<file path="src/rtl/uart_rx_cfg.sv">
// Parameterised UART receiver: 2-flop RX sync, start-bit glitch reject, optional parity, 1-2 stop bits.
// Latency: rdy rises 1 clk after the final stop-bit sample (mid stop bit).
// No backpressure: rdy is a level acknowledged by clr_rdy; an unacknowledged frame is overwritten and overrun is set.
module uart_rx_cfg #(
    parameter int CLK_DIV    = 2604,
    parameter int DATA_BITS  = 8,
    parameter int PARITY_EN  = 0,
    parameter int PARITY_ODD = 0,
    parameter int STOP_BITS  = 1
) (
    input  logic                 clk,
    input  logic                 rst_n,
    input  logic                 RX,
    input  logic                 clr_rdy,
    output logic                 rdy,
    output logic [DATA_BITS-1:0] rx_data,
    output logic                 parity_err,
    output logic                 frame_err,
    output logic                 overrun
);

    localparam int CNT_W = $clog2(CLK_DIV + 1);
    localparam logic [CNT_W-1:0] HALF_CNT  = CNT_W'(CLK_DIV / 2);
    localparam logic [CNT_W-1:0] FULL_CNT  = CNT_W'(CLK_DIV - 1);
    localparam logic [CNT_W-1:0] CNT_ONE   = CNT_W'(1);
    localparam logic [3:0]       LAST_DATA = 4'(DATA_BITS - 1);
    localparam logic [3:0]       LAST_STOP = 4'(STOP_BITS - 1);

    localparam logic [2:0] IDLE   = 3'd0;
    localparam logic [2:0] START  = 3'd1;
    localparam logic [2:0] DATA   = 3'd2;
    localparam logic [2:0] PARITY = 3'd3;
    localparam logic [2:0] STOP   = 3'd4;

    logic                 rx_meta;
    logic                 rxs;
    logic [2:0]           state;
    logic [CNT_W-1:0]     baud_cnt;
    logic [3:0]           bit_cnt;
    logic [DATA_BITS-1:0] shreg;
    logic                 par_bad;
    logic                 stop_bad;
    logic                 line_armed;
    logic                 done;
    logic                 tick;

    assign tick = (baud_cnt == FULL_CNT);

    always_ff @(posedge clk or negedge rst_n) begin
        if (!rst_n) begin
            rx_meta <= 1'b1;
            rxs     <= 1'b1;
        end else begin
            rx_meta <= RX;
            rxs     <= rx_meta;
        end
    end

    // line_armed blocks a new start after a frame whose last stop sample was low
    // (break), until the line has been seen high again.
    always_ff @(posedge clk or negedge rst_n) begin
        if (!rst_n) begin
            state      <= IDLE;
            baud_cnt   <= '0;
            bit_cnt    <= '0;
            shreg      <= '0;
            par_bad    <= 1'b0;
            stop_bad   <= 1'b0;
            line_armed <= 1'b1;
            done       <= 1'b0;
        end else begin
            done <= 1'b0;
            case (state)
                IDLE: begin
                    if (rxs) begin
                        line_armed <= 1'b1;
                    end else if (line_armed) begin
                        state    <= START;
                        baud_cnt <= '0;
                    end
                end
                START: begin
                    if (baud_cnt == HALF_CNT) begin
                        baud_cnt <= '0;
                        bit_cnt  <= '0;
                        par_bad  <= 1'b0;
                        stop_bad <= 1'b0;
                        state    <= rxs ? IDLE : DATA;
                    end else begin
                        baud_cnt <= baud_cnt + CNT_ONE;
                    end
                end
                DATA: begin
                    if (tick) begin
                        baud_cnt <= '0;
                        shreg    <= {rxs, shreg[DATA_BITS-1:1]};
                        if (bit_cnt == LAST_DATA) begin
                            bit_cnt <= '0;
                            state   <= (PARITY_EN != 0) ? PARITY : STOP;
                        end else begin
                            bit_cnt <= bit_cnt + 4'd1;
                        end
                    end else begin
                        baud_cnt <= baud_cnt + CNT_ONE;
                    end
                end
                PARITY: begin
                    if (tick) begin
                        baud_cnt <= '0;
                        par_bad  <= (^shreg) ^ rxs ^ (PARITY_ODD != 0);
                        state    <= STOP;
                    end else begin
                        baud_cnt <= baud_cnt + CNT_ONE;
                    end
                end
                STOP: begin
                    if (tick) begin
                        baud_cnt <= '0;
                        stop_bad <= stop_bad | ~rxs;
                        if (bit_cnt == LAST_STOP) begin
                            bit_cnt    <= '0;
                            state      <= IDLE;
                            done       <= 1'b1;
                            line_armed <= rxs;
                        end else begin
                            bit_cnt <= bit_cnt + 4'd1;
                        end
                    end else begin
                        baud_cnt <= baud_cnt + CNT_ONE;
                    end
                end
                default: state <= IDLE;
            endcase
        end
    end

    // Completion takes priority over clr_rdy in the same cycle.
    always_ff @(posedge clk or negedge rst_n) begin
        if (!rst_n) begin
            rx_data    <= '0;
            rdy        <= 1'b0;
            parity_err <= 1'b0;
            frame_err  <= 1'b0;
            overrun    <= 1'b0;
        end else if (done) begin
            rx_data    <= shreg;
            rdy        <= 1'b1;
            parity_err <= par_bad;
            frame_err  <= stop_bad;
            overrun    <= clr_rdy ? 1'b0 : (overrun | rdy);
        end else if (clr_rdy) begin
            rdy        <= 1'b0;
            parity_err <= 1'b0;
            frame_err  <= 1'b0;
            overrun    <= 1'b0;
        end
    end

endmodule
</file>
<file path="config.mk">
export PLATFORM = sky130hd
export DESIGN_NAME = uart_rx_cfg
export DESIGN_NICKNAME = d
export VERILOG_FILES = /design/src/rtl/uart_rx_cfg.sv
export SDC_FILE = /design/constraint.sdc
export NUM_CORES = 1
export LEC_CHECK = 0
export BUFFER_PORTS_ARGS = -buffer_cell sky130_fd_sc_hd__buf_2
export CORE_MARGIN = 1.5
export CORE_UTILIZATION = 55
export CTS_CLUSTER_SIZE = 25
export DETAILED_ROUTE_END_ITERATION = 16
export PLACE_DENSITY = 0.82
export SYNTH_ARGS = -nofsm -noshare
export SYNTH_HDL_FRONTEND = slang
export SYNTH_SLANG_ARGS = --single-unit
</file>
<file path="constraint.sdc">
create_clock -name clk -period 2.5 [get_ports clk]
set_input_delay 0.375 -clock clk [delete_from_list [all_inputs] [get_ports clk]]
set_output_delay 0.375 -clock clk [all_outputs]
set_load 0.005 [all_outputs]
</file>
==> flow_metrics.tcl, run 1 <==
set metrics [dict create \
    synth_mux_area_share_pct 9.90 \
    worstSkewPairLatency_ns 0.31 \
    synth_compound_area_share_pct 14.1 \
    worst_slack_ns 0.355 \
    die_area_um2 4630 \
    hold_slack_ns 0.167 \
    clk_pin_slew_ns 0.09 \
    synthAdderAreaFrac_pct 2.15 \
    cts_setup_buffers 0 \
    boundaryPins 16 \
    drt_iter0_drc 102 \
    synth-seq-area-share_pct 48.6 \
    antennaDiodeCount 0 \
    hold_path_end "rx_meta$_DFF_PN1_" \
    setup-violations-final 0 \
    min_period_over_period_pct 85.8 \
    arrival_ns 2.35 \
    fin_tns_setup_ns 0 \
    syn_to_final_growth_pct 8.88 \
    clk_path_buf_depth 2 \
    cts_root_buf "clkbuf_8" \
    rows 23 \
    dp.final_hpwl_um 2970 \
    cp.required_ns 2.70 \
    relSlewSlack_pct 57.9 \
    cp-end-kind "flop" \
    r2r_slack_ns 0.35 \
    layout_common_cells "dfrtp_1, nand2_1, a21oi_1, buf_2, nor2_1" \
    critPathMaxStageDelay_ns 0.44 \
    worstHoldStart "RX" \
    grt_pass1_wl_um 7290 \
    slew_violations 0 \
    wl_per_cell_um 14.6 \
    die_h_um 68.0 \
    rr_startpoint "baud_cnt[0]$_DFFE_PN0P_" \
    synth_top_family_by_area "simple AND/OR/NAND/NOR gates" \
    start_util_pct 57.7 \
    maxCapViolCount 0 \
    synthSimpleGateAreaFrac_pct 17.6 \
    min_path_type "in2reg" \
    worst_pin_slew_ns 0.631 \
    layout_commonest_cell "dfrtp_1" \
    vias_per_cell 5.89 \
    netlist_instances 216 \
    vdd_drop_max_v 0.000391 \
    path_class "reg2reg" \
    rsz0062_at_grt "no" \
    vias 1679 \
    gr-usage-all-layers_pct 21.0 \
    grt_overflow 0 \
    core-area_um2 4030 \
    place_congestion 0.820 \
    drive_gt1_share_pct 20.0 \
    worstPathBufferInverterCount 0 \
    clock-sinks 45 \
    synth_area_um2 2320 \
    max_freq_mhz 466 \
    ys_warn_count 0 \
    cp-start-kind "flop" \
    remaining_drc_errors 0 \
    grt_max_degree 33 \
    synth_edf_count 0 \
    nets 242 \
    crit_chain "ha_1, and4bb_2, and3_2, nand3b_4, o21a_1, a221o_1" \
    synth_cell_types 47 \
    synth_nets 224 \
    synth_area_per_cell_um2 10.8 \
    hold-path-cell-count 1 \
    grt_pass1_vias 1598 \
    antenna_left 0 \
    r2r_end "bit_cnt[3]$_DFFE_PN0P_" \
    finalHoldViolCount 0 \
    min_period_ns 2.15 \
    drt_wl_total_um 4170 \
    synth_flop_cell "dfrtp_1" \
    cts-htree-levels 2 \
    clock_skew_ns 0.0113 \
    p_leak_nw 1.23 \
    r2r_cells 6 \
    cp_top_family "simple AND/OR/NAND/NOR gates" \
    ys_ff_latch 45 \
    die_x_um 68.0 \
    synth_xor_area_share_pct 4.36 \
    cp_slowest_cell "dfrtp_1" \
    powerDensity_nw_per_um2 702 \
    io_buffers 15 \
    critPathMaxFanout 13 \
    cts_tree "yes" \
    firstDrtPassIters 4 \
    pre_cts_ws_ns 0.368 \
    status "complete, no violations" \
    grt_antenna_before_repair 0 \
    cts_buffers 5 \
    synthArstFlopShare_pct 100 \
]
routing by layer:
layer  GRT usage (%)  vias up  wire length, um
met4            8.50        0               61
met3            4.77        6              165
met1            29.0      830             2050
met5               0        -                0
li1                -      815                -
met2            32.0       28             1900
area by class of cell:
| class | instances | area (um2) |
|---|---|---|
| Fill cell | 339 | 1500 |
| Sequential cell | 45 | 1130 |
| Multi-Input combinational cell | 157 | 1120 |
| Timing Repair Buffer | 19 | 108 |
| Clock buffer | 5 | 68.8 |
| Tap cell | 50 | 62.6 |
| Inverter | 6 | 22.5 |
| Clock inverter | 3 | 21.3 |
worst max path at each step:
stage / endpoint / depth (start not counted) / slack (ns) / from
2_1_floorplan: bit_cnt[3]$_DFFE_PN0P_ / 6 / 0.68 / baud_cnt[0]$_DFFE_PN0P_
3_3_place_gp: bit_cnt[3]$_DFFE_PN0P_ / 6 / 0.44 / baud_cnt[0]$_DFFE_PN0P_
3_5_place_dp: bit_cnt[3]$_DFFE_PN0P_ / 6 / 0.37 / baud_cnt[0]$_DFFE_PN0P_
4_1_cts: bit_cnt[3]$_DFFE_PN0P_ / 6 / 0.37 / baud_cnt[0]$_DFFE_PN0P_
5_1_grt: bit_cnt[3]$_DFFE_PN0P_ / 6 / 0.23 / baud_cnt[0]$_DFFE_PN0P_
6_report: bit_cnt[3]$_DFFE_PN0P_ / 6 / 0.35 / baud_cnt[0]$_DFFE_PN0P_
metrics by stage:
stage	area [um2]	power, mW	instances	util, %
2_1_floorplan	2320	1.24	216	-
3_5_place_dp	2430	1.32	276	60.3
5_1_grt	2530	1.90	285	62.8
3_3_place_gp	2430	1.30	276	60.3
6_report	2530	1.78	285	62.8
4_1_cts	2530	1.78	285	62.8
cells in the mapped netlist, types with 2 or more instances:
cell | count | area (um2)
dfrtp_1 | 42 | 1050
a21oi_1 | 15 | 75.1
nand2_1 | 15 | 56.3
nor2_1 | 14 | 52.6
mux2_2 | 11 | 124
nand3_1 | 10 | 50.1
o21ai_0 | 9 | 45.0
xnor2_1 | 8 | 70.1
a22o_1 | 7 | 61.3
inv_1 | 6 | 22.5
a31oi_1 | 5 | 31.3
mux2_1 | 5 | 56.3
mux2i_1 | 5 | 50.1
nor2b_1 | 5 | 31.3
ha_1 | 4 | 50.1
nand2b_1 | 4 | 25.0
nor3_1 | 4 | 20.0
a21o_1 | 3 | 22.5
and3_1 | 3 | 18.8
and4bb_2 | 3 | 37.5
buf_6 | 3 | 33.8
clkbuf_1 | 3 | 11.3
dfstp_2 | 3 | 78.8
nor3b_1 | 3 | 22.5
a221o_1 | 2 | 20.0
nor4_1 | 2 | 12.5
o31ai_1 | 2 | 15.0
registers in the layout, summed over array words and instances (netlist names):
register	flops
baud_cnt	12
bit_cnt	4
done	1
frame_err	1
line_armed	1
overrun	1
par_bad	1
parity_err	1
rdy	1
rx_data	8
rx_meta	1
rxs	1
shreg	8
state	3
stop_bad	1
timing repair:
action | 4_1_cts | 5_1_grt
resized for setup | 0 | 0
hold buffers | 1 | 0
setup endpoints to repair | 0 | 0
hold endpoints to repair | 13 | 0
kinds of logic after synthesis:
family | Yosys count
xor+xnor | 10
buf+inv | 14
simple gates | 72
fa+ha+maj | 4
flops | 45
compound gates | 50
mux | 21
power breakdown:
group          total, mW  internal (mW)  switching (mW)
sequential         0.904          0.786           0.118
clock              0.466          0.199           0.267
combinational      0.408          0.183           0.224
total               1.78           1.17           0.609
Note: power is estimated with default switching activity, not from simulation.
==> run 2: changes to the inputs <==
--- a/config.mk
+++ b/config.mk
@@ -8,6 +8,7 @@
 export BUFFER_PORTS_ARGS = -buffer_cell sky130_fd_sc_hd__buf_2
 export CORE_MARGIN = 1.5
 export CORE_UTILIZATION = 55
+export CTS_BUF_LIST = sky130_fd_sc_hd__clkbuf_4
 export CTS_CLUSTER_SIZE = 25
 export DETAILED_ROUTE_END_ITERATION = 16
 export PLACE_DENSITY = 0.82
==> flow_metrics.tcl, run 2 (same netlist as run 1, synthesis figures left out) <==
set metrics [dict create \
    powerDensity_nw_per_um2 672 \
    maxCapViolCount 0 \
    gr-usage-all-layers_pct 20.8 \
    vias 1695 \
    rsz0062_at_grt "no" \
    cp-startpoint "baud_cnt[0]$_DFFE_PN0P_" \
    start_util_pct 57.7 \
    slew_violations 0 \
    critPathMaxFanout 13 \
    p_leak_nw 1.21 \
    drt_wl_total_um 4130 \
    path_class "reg2reg" \
    cts_buffers 5 \
    cp-end-kind "flop" \
    syn_to_final_growth_pct 7.54 \
    arrival_ns 2.42 \
    status "complete, no violations" \
    boundaryPins 16 \
    core-area_um2 4030 \
    multiInputGateArea_um2 1120 \
    die_area_um2 4630 \
    min_period_ns 2.14 \
    wl_per_cell_um 14.5 \
    layout_commonest_cell "dfrtp_1" \
    cts_setup_buffers 0 \
    dp.final_hpwl_um 2970 \
    drive_gt1_share_pct 20.0 \
    relSlewSlack_pct 58.4 \
    clk_path_buf_depth 2 \
    worst_pin_slew_ns 0.625 \
    ctsHoldBuffers 1 \
    power_mw 1.68 \
    layout_common_cells "dfrtp_1, nand2_1, a21oi_1, buf_2, nor2_1" \
    io_buffers 15 \
    grt_pass1_vias 1603 \
    regArea_um2 1130 \
    drt_iter0_drc 99 \
    r2r_cells 6 \
    place_congestion 0.820 \
    fillers 348 \
    firstDrtPassIters 4 \
    min_path_type "in2reg" \
    largest_reg_flops 12 \
    setup-violations-final 0 \
    cts_tree "yes" \
    r2r_end "bit_cnt[3]$_DFFE_PN0P_" \
    die_h_um 68.0 \
    grt_antenna_before_repair 0 \
    fin_util_pct 62.0 \
    grt_overflow 0 \
    grt_pass1_wl_um 7200 \
    cp.required_ns 2.78 \
    die_x_um 68.0 \
    worstSkewPairLatency_ns 0.37 \
    rr_startpoint "baud_cnt[0]$_DFFE_PN0P_" \
    antennaDiodeCount 0 \
    finalHoldViolCount 0 \
    critPathCapture "bit_cnt[3]$_DFFE_PN0P_" \
    nets 242 \
    min_period_over_period_pct 85.4 \
    clock-sinks 45 \
    antenna_left 0 \
    vias_per_cell 5.95 \
    cp-start-kind "flop" \
    cts_root_buf "clkbuf_4" \
    clock_skew_ns 0.0166 \
    max_freq_mhz 468 \
    cts_resized 0 \
    fin_tns_setup_ns 0 \
    regMostFlops "baud_cnt" \
    remaining_drc_errors 0 \
    grt_max_degree 33 \
    rows 23 \
    r2r_slack_ns 0.36 \
    top_regs "baud_cnt: 12 flops, rx_data: 8 flops, shreg: 8 flops" \
    cts-htree-levels 2 \
    clk_pin_slew_ns 0.15 \
    vdd_drop_max_v 0.000390 \
]
run 2: cell counts in the layout (fill, tap and decap cells not counted):
No cell type changed its count.
run 2: cell type report:
cell class / count / area share, %
clock inverters: 3 / 0.851
flip-flops and latches: 45 / 45.2
clock buffers: 5 / 1.50
well taps: 50 / 2.50
repair buffers: 19 / 4.30
inverters: 6 / 0.901
multi-input cells: 157 / 44.7
run 2: how the worst min path moves through the flow:
| stage | from | slack [ns] | cells past startpoint | endpoint |
|---|---|---|---|---|
| after global placement | rst_n | 0.28 | 1 | rx_data[5]$_DFFE_PN0P_ |
| after detailed placement | rst_n | 0.28 | 1 | rx_data[6]$_DFFE_PN0P_ |
| after CTS | RX | 0.08 | 1 | rx_meta$_DFF_PN1_ |
| after floorplan | rst_n | 0.08 | 0 | baud_cnt[0]$_DFFE_PN0P_ |
| final | RX | 0.1 | 1 | rx_meta$_DFF_PN1_ |
| after global routing | RX | 0.07 | 1 | rx_meta$_DFF_PN1_ |
run 2: critical path, stage by stage, from the launching register on:
cell,delay [ns]
dfrtp_1,0.45
ha_1,0.25
and4bb_2,0.25
and3_2,0.33
nand3b_4,0.19
o21a_1,0.21
a221o_1,0.35
run 2: layer usage:
layer,share of wire [%],vias to the layer above,track usage [%]
li1,-,821,-
met3,4.1,5,4.93
met1,49,831,28.2
met4,1.5,0,9.00
met5,0,-,0
met2,46,38,31.8
run 2: per-stage QoR:
stage | area (um2) | instances | hold WS [ns] | worst slack, ns
3_5_place_dp | 2430 | 276 | 0.283 | 0.368
2_1_floorplan | 2320 | 216 | 0.0794 | 0.675
5_1_grt | 2500 | 285 | 0.0661 | 0.239
3_3_place_gp | 2430 | 276 | 0.279 | 0.444
4_1_cts | 2500 | 285 | 0.0814 | 0.370
6_report | 2500 | 285 | 0.0953 | 0.365
run 2: power by group:
| group | total [mW] | internal [mW] | switching, mW |
|---|---|---|---|
| combinational | 0.408 | 0.183 | 0.224 |
| sequential | 0.905 | 0.787 | 0.118 |
| clock | 0.366 | 0.112 | 0.255 |
| total | 1.68 | 1.08 | 0.597 |
